### src/rtl/camera_tx_pkg.sv
// Shared types and constants for the camera test-pattern transmitter.
// Holds the FSM encoding, pattern codes, datapath widths and the pixel generator.
package camera_tx_pkg;

  localparam int unsigned PIX_W  = 12;
  localparam int unsigned XY_W   = 12;
  localparam int unsigned CNT_W  = 16;
  localparam int unsigned FCNT_W = 16;

  typedef enum logic [2:0] {
    ST_IDLE,
    ST_LEAD,
    ST_LINE,
    ST_HBLANK,
    ST_TRAIL,
    ST_VBLANK
  } state_e;

  localparam logic [1:0] PAT_HRAMP = 2'd0;
  localparam logic [1:0] PAT_VRAMP = 2'd1;
  localparam logic [1:0] PAT_CHECK = 2'd2;
  localparam logic [1:0] PAT_FRAME = 2'd3;

  function automatic logic [PIX_W-1:0] pattern_pix(input logic [1:0]      sel,
                                                   input logic [XY_W-1:0] x,
                                                   input logic [XY_W-1:0] y,
                                                   input logic [3:0]      fc);
    logic [PIX_W-1:0] pix;
    case (sel)
      PAT_HRAMP: pix = x;
      PAT_VRAMP: pix = y;
      PAT_CHECK: pix = {PIX_W{x[0] ^ y[0]}};
      default:   pix = {fc, 8'h5A};
    endcase
    return pix;
  endfunction

endpackage

### src/rtl/camera_tx_if.sv
// Timing bus between the frame/line sequencer and the pixel generator.
interface camera_tx_if;
  import camera_tx_pkg::*;

  logic            fval;
  logic            lval;
  logic            frame_done;
  logic            busy;
  logic            active;
  logic            frame_start;
  logic            frame_end;
  logic [XY_W-1:0] x;
  logic [XY_W-1:0] y;

  modport master (output fval, lval, frame_done, busy, active, frame_start, frame_end, x, y);
  modport slave  (input  fval, lval, frame_done, busy, active, frame_start, frame_end, x, y);
endinterface

### src/rtl/camera_tx_timing.sv
// Frame/line sequencer: owns the FSM and x/y/phase counters.
// Registered outputs trail the state by one cycle; active/frame_start/frame_end are same-cycle strobes.
module camera_tx_timing import camera_tx_pkg::*; #(
  parameter int unsigned H_ACTIVE = 640,
  parameter int unsigned V_ACTIVE = 480,
  parameter int unsigned H_BLANK  = 32,
  parameter int unsigned V_BLANK  = 16,
  parameter int unsigned FV_LEAD  = 4,
  parameter int unsigned FV_TRAIL = 4
) (
  input  logic         clk,
  input  logic         reset_n,
  input  logic         enable,
  camera_tx_if.master  tim
);

  state_e            state_q, state_d;
  logic [CNT_W-1:0]  phase_q, phase_d;
  logic [XY_W-1:0]   x_q, x_d;
  logic [XY_W-1:0]   y_q, y_d;
  logic              fval_q, lval_q, frame_done_q, busy_q;

  always_comb begin
    state_d = state_q;
    phase_d = phase_q;
    x_d     = x_q;
    y_d     = y_q;
    case (state_q)
      ST_IDLE: begin
        phase_d = '0;
        if (enable) state_d = ST_LEAD;
      end
      ST_LEAD: begin
        if (phase_q == CNT_W'(FV_LEAD - 1)) begin
          state_d = ST_LINE;
          phase_d = '0;
          x_d     = '0;
          y_d     = '0;
        end else begin
          phase_d = phase_q + CNT_W'(1);
        end
      end
      ST_LINE: begin
        if (x_q == XY_W'(H_ACTIVE - 1)) begin
          state_d = (y_q == XY_W'(V_ACTIVE - 1)) ? ST_TRAIL : ST_HBLANK;
          phase_d = '0;
        end else begin
          x_d = x_q + XY_W'(1);
        end
      end
      ST_HBLANK: begin
        if (phase_q == CNT_W'(H_BLANK - 1)) begin
          state_d = ST_LINE;
          phase_d = '0;
          x_d     = '0;
          y_d     = y_q + XY_W'(1);
        end else begin
          phase_d = phase_q + CNT_W'(1);
        end
      end
      ST_TRAIL: begin
        if (phase_q == CNT_W'(FV_TRAIL - 1)) begin
          state_d = ST_VBLANK;
          phase_d = '0;
        end else begin
          phase_d = phase_q + CNT_W'(1);
        end
      end
      ST_VBLANK: begin
        if (phase_q == CNT_W'(V_BLANK - 1)) begin
          state_d = enable ? ST_LEAD : ST_IDLE;
          phase_d = '0;
        end else begin
          phase_d = phase_q + CNT_W'(1);
        end
      end
      default: begin
        state_d = ST_IDLE;
        phase_d = '0;
      end
    endcase
  end

  always_ff @(posedge clk or negedge reset_n) begin
    if (!reset_n) begin
      state_q      <= ST_IDLE;
      phase_q      <= '0;
      x_q          <= '0;
      y_q          <= '0;
      fval_q       <= 1'b0;
      lval_q       <= 1'b0;
      frame_done_q <= 1'b0;
      busy_q       <= 1'b0;
    end else begin
      state_q      <= state_d;
      phase_q      <= phase_d;
      x_q          <= x_d;
      y_q          <= y_d;
      fval_q       <= state_q inside {ST_LEAD, ST_LINE, ST_HBLANK, ST_TRAIL};
      lval_q       <= (state_q == ST_LINE);
      frame_done_q <= tim.frame_end;
      busy_q       <= (state_q != ST_IDLE);
    end
  end

  assign tim.fval        = fval_q;
  assign tim.lval        = lval_q;
  assign tim.frame_done  = frame_done_q;
  assign tim.busy        = busy_q;
  assign tim.active      = (state_q == ST_LINE);
  assign tim.frame_start = (state_d == ST_LEAD) && (state_q != ST_LEAD);
  // First VBLANK cycle: the registered outputs show fval falling on the next cycle.
  assign tim.frame_end   = (state_q == ST_VBLANK) && (phase_q == '0);
  assign tim.x           = x_q;
  assign tim.y           = y_q;

endmodule

### src/rtl/camera_pattern_tx.sv
// Camera-style test pattern transmitter: timing from camera_tx_timing,
// pattern latching, pixel generation and completed-frame counting here.
module camera_pattern_tx import camera_tx_pkg::*; #(
  parameter int unsigned H_ACTIVE = 640,
  parameter int unsigned V_ACTIVE = 480,
  parameter int unsigned H_BLANK  = 32,
  parameter int unsigned V_BLANK  = 16,
  parameter int unsigned FV_LEAD  = 4,
  parameter int unsigned FV_TRAIL = 4
) (
  input  logic              clk,
  input  logic              reset_n,
  input  logic              enable,
  input  logic [1:0]        pattern_sel,
  output logic [PIX_W-1:0]  pix_d,
  output logic              fval,
  output logic              lval,
  output logic              frame_done,
  output logic [FCNT_W-1:0] frame_cnt,
  output logic              busy
);

  camera_tx_if tim_if ();

  camera_tx_timing #(
    .H_ACTIVE (H_ACTIVE),
    .V_ACTIVE (V_ACTIVE),
    .H_BLANK  (H_BLANK),
    .V_BLANK  (V_BLANK),
    .FV_LEAD  (FV_LEAD),
    .FV_TRAIL (FV_TRAIL)
  ) u_timing (
    .clk     (clk),
    .reset_n (reset_n),
    .enable  (enable),
    .tim     (tim_if)
  );

  logic [1:0]        pat_q;
  logic [PIX_W-1:0]  pix_q, pix_d_next;
  logic [FCNT_W-1:0] frame_cnt_q;

  always_comb begin
    pix_d_next = '0;
    if (tim_if.active)
      pix_d_next = pattern_pix(pat_q, tim_if.x, tim_if.y, frame_cnt_q[3:0]);
  end

  always_ff @(posedge clk or negedge reset_n) begin
    if (!reset_n) begin
      pat_q       <= PAT_HRAMP;
      pix_q       <= '0;
      frame_cnt_q <= '0;
    end else begin
      if (tim_if.frame_start)
        pat_q <= pattern_sel;
      pix_q <= pix_d_next;
      if (tim_if.frame_end)
        frame_cnt_q <= frame_cnt_q + FCNT_W'(1);
    end
  end

  assign pix_d      = pix_q;
  assign fval       = tim_if.fval;
  assign lval       = tim_if.lval;
  assign frame_done = tim_if.frame_done;
  assign frame_cnt  = frame_cnt_q;
  assign busy       = tim_if.busy;

endmodule

### config.mk
export PLATFORM = sky130hd
export DESIGN_NAME = camera_pattern_tx
export DESIGN_NICKNAME = d
export VERILOG_FILES = /design/src/rtl/camera_tx_pkg.sv /design/src/rtl/camera_tx_if.sv /design/src/rtl/camera_tx_timing.sv /design/src/rtl/camera_pattern_tx.sv
export SDC_FILE = /design/constraint.sdc
export NUM_CORES = 1
export LEC_CHECK = 0
export ABC_AREA = 1
export BUFFER_PORTS_ARGS = -buffer_cell sky130_fd_sc_hd__buf_2
export CAP_MARGIN = 15
export CORE_MARGIN = 3
export CORE_UTILIZATION = 35
export DETAILED_ROUTE_END_ITERATION = 8
export GPL_TIMING_DRIVEN = 0
export SYNTH_ARGS = -nofsm -noshare
export SYNTH_HDL_FRONTEND = slang
export SYNTH_HIERARCHICAL = 1
export SYNTH_SLANG_ARGS = --single-unit
### constraint.sdc
create_clock -name clk -period 2.2 [get_ports clk]
set_input_delay 0.11 -clock clk [delete_from_list [all_inputs] [get_ports clk]]
set_output_delay 0.11 -clock clk [all_outputs]
set_load 0.05 [all_outputs]
Word-level counts from Yosys, hierarchy flattened
Index checks and enable logic that the tools add are counted.
W data, S select, Z words.
{ "totals": {"input_bits": 5, "wordCells": 68, "ff_bits": 77} }
{ "op_classes": {"n_bitwise": 1, "n_reduce_logical": 12, "n_eq_ne": 18, "mux": 22, "addsub": 4} }
{ "op_table": {"columns": ["operator", "n"], "rows": [
  ["$pmux W12 S3", 2],
  ["$mux W16", 4],
  ["$pmux W16 S4", 1],
  ["$mux W12", 5],
  ["$add A16 B1 Y16 const B", 2],
  ["$add A12 B1 Y12 const B", 2],
  ["$pmux W12 S2", 1],
  ["$mux W3", 7],
  ["$pmux W3 S6", 1],
  ["$eq A16 B2 Y1 const B", 1],
  ["$eq A16 B4 Y1 const B", 1],
  ["$eq A16 B5 Y1 const B", 1],
  ["$logic_not A16 Y1", 1],
  ["$eq A12 B10 Y1 const B", 1],
  ["$eq A12 B9 Y1 const B", 1],
  ["$eq A3 B1 Y1 const B", 2],
  ["$eq A3 B2 Y1 const B", 2],
  ["$eq A3 B3 Y1 const B", 2],
  ["$ne A2 B1 Y1 const B", 3],
  ["$reduce_bool A3 Y1", 2],
  ["$reduce_and A4 Y1", 1],
  ["$reduce_bool A4 Y1", 1],
  ["$logic_not A3 Y1", 1],
  ["$ne A3 B1 Y1 const B", 1],
  ["10 further kinds", 11]
]} }

Depth between registers and ports, before layout
Gate-level depths: netlist of run 1.
{ "logic_depth": {"word_depth": 6, "ltp_mapped": 13, "depth_no_buf": 12} }

By module
The synthesis of run 1 kept the hierarchy.
{ "modules_own_cells": {"columns": ["mod", "area_per_inst_um2", "cells_per_inst", "n_inst"], "rows": [
  ["camera_tx_timing", 2915.3, 415, 1],
  ["camera_pattern_tx", 1473.9, 174, 1]
]} }

Worst setup path before layout of run 1
Ideal clock, no wire load.
{ "synth_timing": {"kind": "register -> register", "startpoint": "reg u_timing.state_q[1]", "endpoint": "reg frame_cnt_q[12], in the netlist frame_cnt[12]", "path_buffers": 1, "path_stages_with_launch": 12, "setup_slack_ns": 0.147, "required_time_ns": 2.077, "arrival_time_ns": 1.930, "cell_sequence": "dfrtp_1 -> inv_1 -> nand2_1 -> nor2_1 -> nand3_1 -> nor4_1 -> buf_4 -> nand3_4 -> nor2_4 -> nand2_2 -> o21ai_1 -> nand2_1"} }
{ "synth_via": {"elab_chain_cells": 2} }
{ "synth_lines": {"columns": ["item", "line_no", "text"], "rows": [
  ["start, declared", "camera_tx_timing.sv:17", "state_e state_q, state_d;"],
  ["start signal, assigned", "camera_tx_timing.sv:95", "state_q <= state_d;"],
  ["$eq A3 B3 Y1", "camera_tx_timing.sv:113", "assign tim.frame_end = (state_q == ST_VBLANK) && (phase_q == '0);"],
  ["$logic_and A1 B1 Y1", "camera_tx_timing.sv:113", null],
  ["named net tim_if.frame_end", "camera_tx_if.sv:11", "logic frame_end;"],
  ["end signal, assigned", "camera_pattern_tx.sv:59", "frame_cnt_q <= frame_cnt_q + FCNT_W'(1);"],
  ["end, declared", "camera_pattern_tx.sv:41", "logic [FCNT_W-1:0] frame_cnt_q;"]
]} }
The timed path passes the listed nets, and every way through them passes these cells.
A chain may end at the register's enable or synchronous reset.

Worst setup path in the final report of run 1
{ "layout_timing": {"startpoint": "reg u_timing.phase_q[1]", "endpoint": "reg u_timing.phase_q[3]"} }
{ "layout_via": {"elab_chain_cells": 3, "elab_cells_between_ends": 8, "cone_classes": "1 x add/sub; 3 x eq/ne; 4 x mux"} }
{ "layout_lines": {"columns": ["item", "line_no", "text"], "rows": [
  ["start, declared", "camera_tx_timing.sv:18", "logic [CNT_W-1:0] phase_q, phase_d;"],
  ["start signal, assigned", "camera_tx_timing.sv:96", "phase_q <= phase_d;"],
  ["$add A16 B1 Y16, or another cell as far along", null, null],
  ["$mux W16 (on tied branches)", null, null],
  ["$pmux W16 S4 (*)", "camera_tx_timing.sv:28", "case (state_q)"]
]} }
Mark *: on every way between the ends. The rest lies on a longest branch, timed or not.

==> results.json, run 1 <==
{
  "vdd.ir_drop.worst_v": 0.0003297,
  "post_dp_cell_area_mm2": 0.004810,
  "ant_nets": 0,
  "area_growth_pct": 19.50,
  "yosys.cell_types.count": 34,
  "drt_iter0_markers": 289,
  "routedWlPerCell_um": 13.31,
  "drtPass1Iterations": 5,
  "seq_area_frac_synth": 0.4390,
  "clk_latency_ps": 340,
  "start_kind": "register",
  "dpl.hpwl_um": 7913,
  "floorplan.initialDensity": 0.3624,
  "maxCapViolCount": 0,
  "tightest_slew_ps": 545.9,
  "synthAdderAreaFrac": 0.01425,
  "syn_avg_cell_area_um2": 7.452,
  "fin_util": 0.4331,
  "synth_compound_area_frac": 0.09322,
  "status": "finished, final reports clean",
  "final.min_clock_period_ps": 2027,
  "final-hold-violation-count": 0,
  "io_pins": 37,
  "critPathMaxStageDelay_ps": 380,
  "crit_fanout": 7,
  "final_nets": 656,
  "hp-class": "in2reg",
  "yosys.area_share.xor_xnor": 0.05787,
  "cp.required_ps": 2420,
  "cp_cell_sequence": "ha_1 > nand3_1 > nor2_1 > nand2_1 > nand2_1 > nand3_1 > a21oi_4 > nor2_1",
  "clock-root-buffer": "clkbuf_16",
  "place_congestion": 0.9310,
  "yosys_warnings": 6,
  "hold_slack_ps": 37.19,
  "final_area_mm2": 0.005245,
  "cts_made_buffers": 9,
  "grt_antenna_before_repair": 0,
  "fin_crit_sh": 0.9214,
  "reg2reg_depth": 8,
  "min_path_cells": 3,
  "setup.worst_path.end_class": "register",
  "worstSetupPathDepth": 8,
  "via_count": 4009,
  "worstPathArrival_ps": 2250,
  "drive_gt1_frac": 0.1523,
  "syn_area_mm2": 0.004389,
  "path_buf_inv": 0,
  "powerDensity_mw_per_mm2": 580.1,
  "tns_ps": 0,
  "grt_max_degree": 48,
  "rows": 40,
  "synth-seq-cells": 77,
  "cp_slowest_cell": "dfrtp_1",
  "grt_pass1_wl_um": 18260,
  "clock_path_buffers": 2,
  "synth_mux_area_frac": 0,
  "gr-total-overflow": 0,
  "syn-instance-count": 589,
  "clkTransAtPathRegs_ps": 60,
  "finalWirelength_um": 10890,
  "p_leak_nw": 2.454,
  "synth.net_count": 599,
  "cts_tree": "yes",
  "rsz0062_at_grt": "true",
  "dieArea_mm2": 0.01392,
  "die_w_um": 118.0,
  "synth_top_family_by_area": "simple AND/OR/NAND/NOR gates",
  "cts_max_level": 3,
  "setup_viol": 0,
  "grt_pass1_vias": 3703,
  "critical_path_class": "reg2reg",
  "grt_usage": 0.1624,
  "clock_sinks": 77,
  "critical_path.top_delay_family": "simple AND/OR/NAND/NOR gates",
  "report.final.slew_viol_count": 0,
  "maxSlewHeadroom": 0.6349,
  "viasPerCell": 4.901,
  "drcViolationCount": 0,
  "skew_ps": 9.067,
  "synthSimpleGateAreaFrac": 0.3196,
  "portBuffers": 36,
  "max_freq_ghz": 0.4933,
  "die_h_um": 118.0,
  "core_mm2": 0.01211,
  "antenna_cells": 0
}
==> state kept, by name, indices dropped and copies added (netlist names) <==
name / flops
frame_cnt: 16
u_timing/tim.lval: 1
pat_q: 2
u_timing/state_q: 3
u_timing/tim.busy: 1
u_timing/tim.y: 12
u_timing/phase_q: 16
pix_d: 12
u_timing/tim.fval: 1
u_timing/tim.x: 12
u_timing/tim.frame_done: 1
==> metal layers <==
layer	global-route usage	vias up	share of wire
met5	0	-	0
met4	0.06886	0	0.015
li1	-	2019	-
met2	0.2418	79	0.44
met1	0.2322	1901	0.51
met3	0.02835	10	0.036
==> through the flow <==
| stage | std cells | total power [mW] | worst slack, ps |
|---|---|---|---|
| 2_1_floorplan | 589 | 1.443 | 147.2 |
| 3_3_place_gp | 793 | 1.476 | -673.7 |
| 3_5_place_dp | 794 | 1.483 | -662.9 |
| 4_1_cts | 813 | 3.097 | 9.873 |
| 5_1_grt | 818 | 3.149 | 5.269 |
| 6_report | 818 | 3.042 | 173.0 |
==> repair_timing <==
action                     CTS  global route
buffers inserted             2             5
gates resized for setup      8             5
hold endpoints to repair    31             0
pin swaps                    2             2
setup endpoints to repair   25            14
hold buffers                 2             0
==> where the power goes <==
part	switching [mW]	internal, mW
clock	0.599	0.986
sequential	0	1.42
combinational	0.0301	0.0105
total	0.630	2.41
==> final cells by class <==
type	count	area (µm²)
clock inverters	6	88.84
repair buffers	46	282.8
multi-input cells	432	2171
fillers	1252	6867
inverters	66	247.7
flip-flops and latches	77	1928
clock buffers	9	225.2
well taps	168	210.2
plain buffers	14	91.34
==> Yosys cell counts, drive strengths merged <==
cell,count,area share
nor2,80,0.075
xnor2,7,0.014
o21bai,1,0.0017
or2,1,0.0014
o21ai,42,0.049
a31oi,13,0.019
nand4,14,0.020
dfrtp,77,0.44
o31ai,2,0.0034
o211ai,4,0.0068
inv,66,0.056
nor4,1,0.0014
ha,5,0.014
buf,10,0.016
o22ai,2,0.0029
a21oi,9,0.011
nand2,168,0.15
nand3,45,0.055
xor2,22,0.044
nor3,16,0.021
clkbuf,4,0.0037
==> cells in the final DEF (no fill, tap or decap), drive strengths merged <==
cell type,count
ha,5
or2,1
nor4,1
a21oi,9
xnor2,7
nor3,16
o31ai,2
o211ai,4
xor2,22
inv,66
dlygate4sd3,2
nand3,45
nor2,80
o21ai,42
dfrtp,77
clkbuf,13
o21bai,1
clkinv,2
clkinvlp,2
nand2,168
bufinv,2
a31oi,13
buf,54
o22ai,2
nand4,14
==> kinds of logic after synthesis <==
family | Yosys count
xor+xnor | 29
simple gates | 325
fa+ha+maj | 5
buf+inv | 80
compound gates | 73
flops | 77
==> tightest hold or removal path: stages <==
cell,delay [ps]
buf_2,100
nand2_1,60
o21ai_0,70
==> path summary, 6_finish.rpt <==
kind,startpoint,endpoint,slack (ps)
worst max-delay path,u_timing/phase_q[1],u_timing/phase_q[3],170
worst min-delay path,pattern_sel[0],pat_q[0],40
worst max register to register,u_timing/phase_q[1],u_timing/phase_q[3],170
worst min register to register,frame_cnt[4],frame_cnt[4],510
max in group asynchronous,reset_n,u_timing/phase_q[2],1380
min in group asynchronous,reset_n,u_timing/tim.x[5],240
Note: power is estimated with default switching activity, not from simulation.
==> run 2: changes to the inputs <==
--- a/config.mk
+++ b/config.mk
@@ -12,6 +12,7 @@
 export CORE_UTILIZATION = 35
 export DETAILED_ROUTE_END_ITERATION = 8
 export GPL_TIMING_DRIVEN = 0
+export MAX_ROUTING_LAYER = met4
 export SYNTH_ARGS = -nofsm -noshare
 export SYNTH_HDL_FRONTEND = slang
 export SYNTH_HIERARCHICAL = 1
==> results.json, run 2 (synthesized netlist as in run 1, its figures left out) <==
{
  "finalWirelength_um": 10740,
  "critical_path_class": "reg2reg",
  "drcViolationCount": 0,
  "via_count": 4027,
  "routedWlPerCell_um": 13.16,
  "crit_fanout": 7,
  "grt_usage": 0.1625,
  "r2r_start": "u_timing/state_q[1]",
  "report.final.slew_viol_count": 0,
  "tns_ps": 0,
  "cp-endpoint": "frame_cnt[12]",
  "maxSlewHeadroom": 0.6526,
  "drtPass1Iterations": 5,
  "setup.worst_path.end_class": "register",
  "skew_ps": 6.364,
  "clk_latency_ps": 350,
  "cts_tree": "yes",
  "rows": 40,
  "antenna_cells": 0,
  "clock_sinks": 77,
  "final-hold-violation-count": 0,
  "worstPathArrival_ps": 2310,
  "io_pins": 37,
  "layout_commonest_cell": "nand2_1",
  "tightest_slew_ps": 521.1,
  "drt_iter0_markers": 324,
  "dpl.hpwl_um": 7915,
  "rsz0062_at_grt": "false",
  "gr-total-overflow": 0,
  "portBuffers": 36,
  "maxCapViolCount": 0,
  "die_h_um": 118.0,
  "cts_made_buffers": 9,
  "floorplan.initialDensity": 0.3624,
  "mostFrequentLayoutCells": "nand2_1, dfrtp_1, nor2_1",
  "grt_antenna_before_repair": 0,
  "p_leak_nw": 2.427,
  "ant_nets": 0,
  "reg2reg_depth": 11,
  "core_mm2": 0.01211,
  "fillCellCount": 1255,
  "startpoint": "u_timing/state_q[1]",
  "start_kind": "register",
  "r2r_slack_ps": 130,
  "grt_pass1_wl_um": 17890,
  "place_congestion": 0.9316,
  "hp-class": "in2reg",
  "status": "finished, final reports clean",
  "clock_path_buffers": 2,
  "setup_viol": 0,
  "final_nets": 653,
  "preCtsSetupSlack_ps": -715.0,
  "final.min_clock_period_ps": 2067,
  "fin_ws_ps": 132.8,
  "fin_crit_sh": 0.9396,
  "die_w_um": 118.0,
  "powerDensity_mw_per_mm2": 573.6,
  "clkTransAtPathRegs_ps": 60,
  "design_power_total_mw": 2.979,
  "max_freq_ghz": 0.4837,
  "cp.required_ps": 2440,
  "viasPerCell": 4.935,
  "area_growth_pct": 18.33,
  "grt_max_degree": 41,
  "drive_gt1_frac": 0.1497,
  "clock-root-buffer": "clkbuf_16",
  "r2r_end": "frame_cnt[12]",
  "grt_pass1_vias": 3662,
  "fin_util": 0.4288,
  "cts_max_level": 3,
  "vdd.ir_drop.worst_v": 0.0003531,
  "dieArea_mm2": 0.01392
}
## run 2: worst max-delay path, stage by stage, from the launching register on
cell	delay [ps]
dfrtp_1	410
inv_2	110
nand2_1	110
nor2_4	140
nand3_1	130
nor4_4	280
buf_6	190
nand3_4	100
nor2_4	200
nand2_2	90
o21ai_1	120
nand2_1	70
## run 2: routing by layer
metal / global-route usage / part of all wire / up-vias
met3: 0.04229 / 0.060 / 15
met2: 0.2267 / 0.43 / 123
li1: - / - / 2015
met4: 0.06081 / 0.018 / 0
met1: 0.2265 / 0.49 / 1874
met5: - / 0 / -
## run 2: final cells by class
| type | instances | area [µm²] | share of cell area |
|---|---|---|---|
| clock buffer | 10 | 229.0 | 0.04409 |
| timing repair buffer | 43 | 250.2 | 0.04818 |
| clock inverter | 6 | 71.32 | 0.01373 |
| inverter | 66 | 247.7 | 0.04770 |
| buffer | 14 | 91.34 | 0.01759 |
| multi-input combinational | 432 | 2166 | 0.4170 |
| sequential | 77 | 1928 | 0.3712 |
| tap | 168 | 210.2 | 0.04047 |
## run 2: how the worst min path moves through the flow
stage | start | endpoint | slack [ps] | cells after the start
after floorplan | reset_n | frame_cnt[0] | -190 | 0
after global placement | pattern_sel[1] | pat_q[1] | 360 | 3
after detailed placement | reset_n | u_timing/tim.x[4] | 130 | 1
after CTS | pattern_sel[0] | pat_q[0] | 2 | 3
after global routing | pattern_sel[1] | pat_q[1] | 20 | 3
final | pattern_sel[1] | pat_q[1] | 20 | 3
## run 2: power breakdown
part	switching [mW]	internal (mW)	total (mW)
logic	0.0295	0.00789	0.0374
clock network	0.637	0.889	1.53
registers	0	1.42	1.42
## run 2: timing repair
action                                 CTS  global route
cloned                                   0             0
hold buffers                             1             0
buffers inserted                         2             3
gates resized for setup                  8             5
setup endpoints to repair               20            20
endpoints found under the hold margin   37             0
pin swaps                                2             1
## run 2: per-stage QoR
step	instances	area [µm²]	hold slack (ps)
2_1_floorplan	589	4389	-185.6
3_3_place_gp	793	4780	356.8
3_5_place_dp	794	4802	131.6
4_1_cts	813	5157	2.035
5_1_grt	816	5194	19.64
6_report	816	5194	16.18
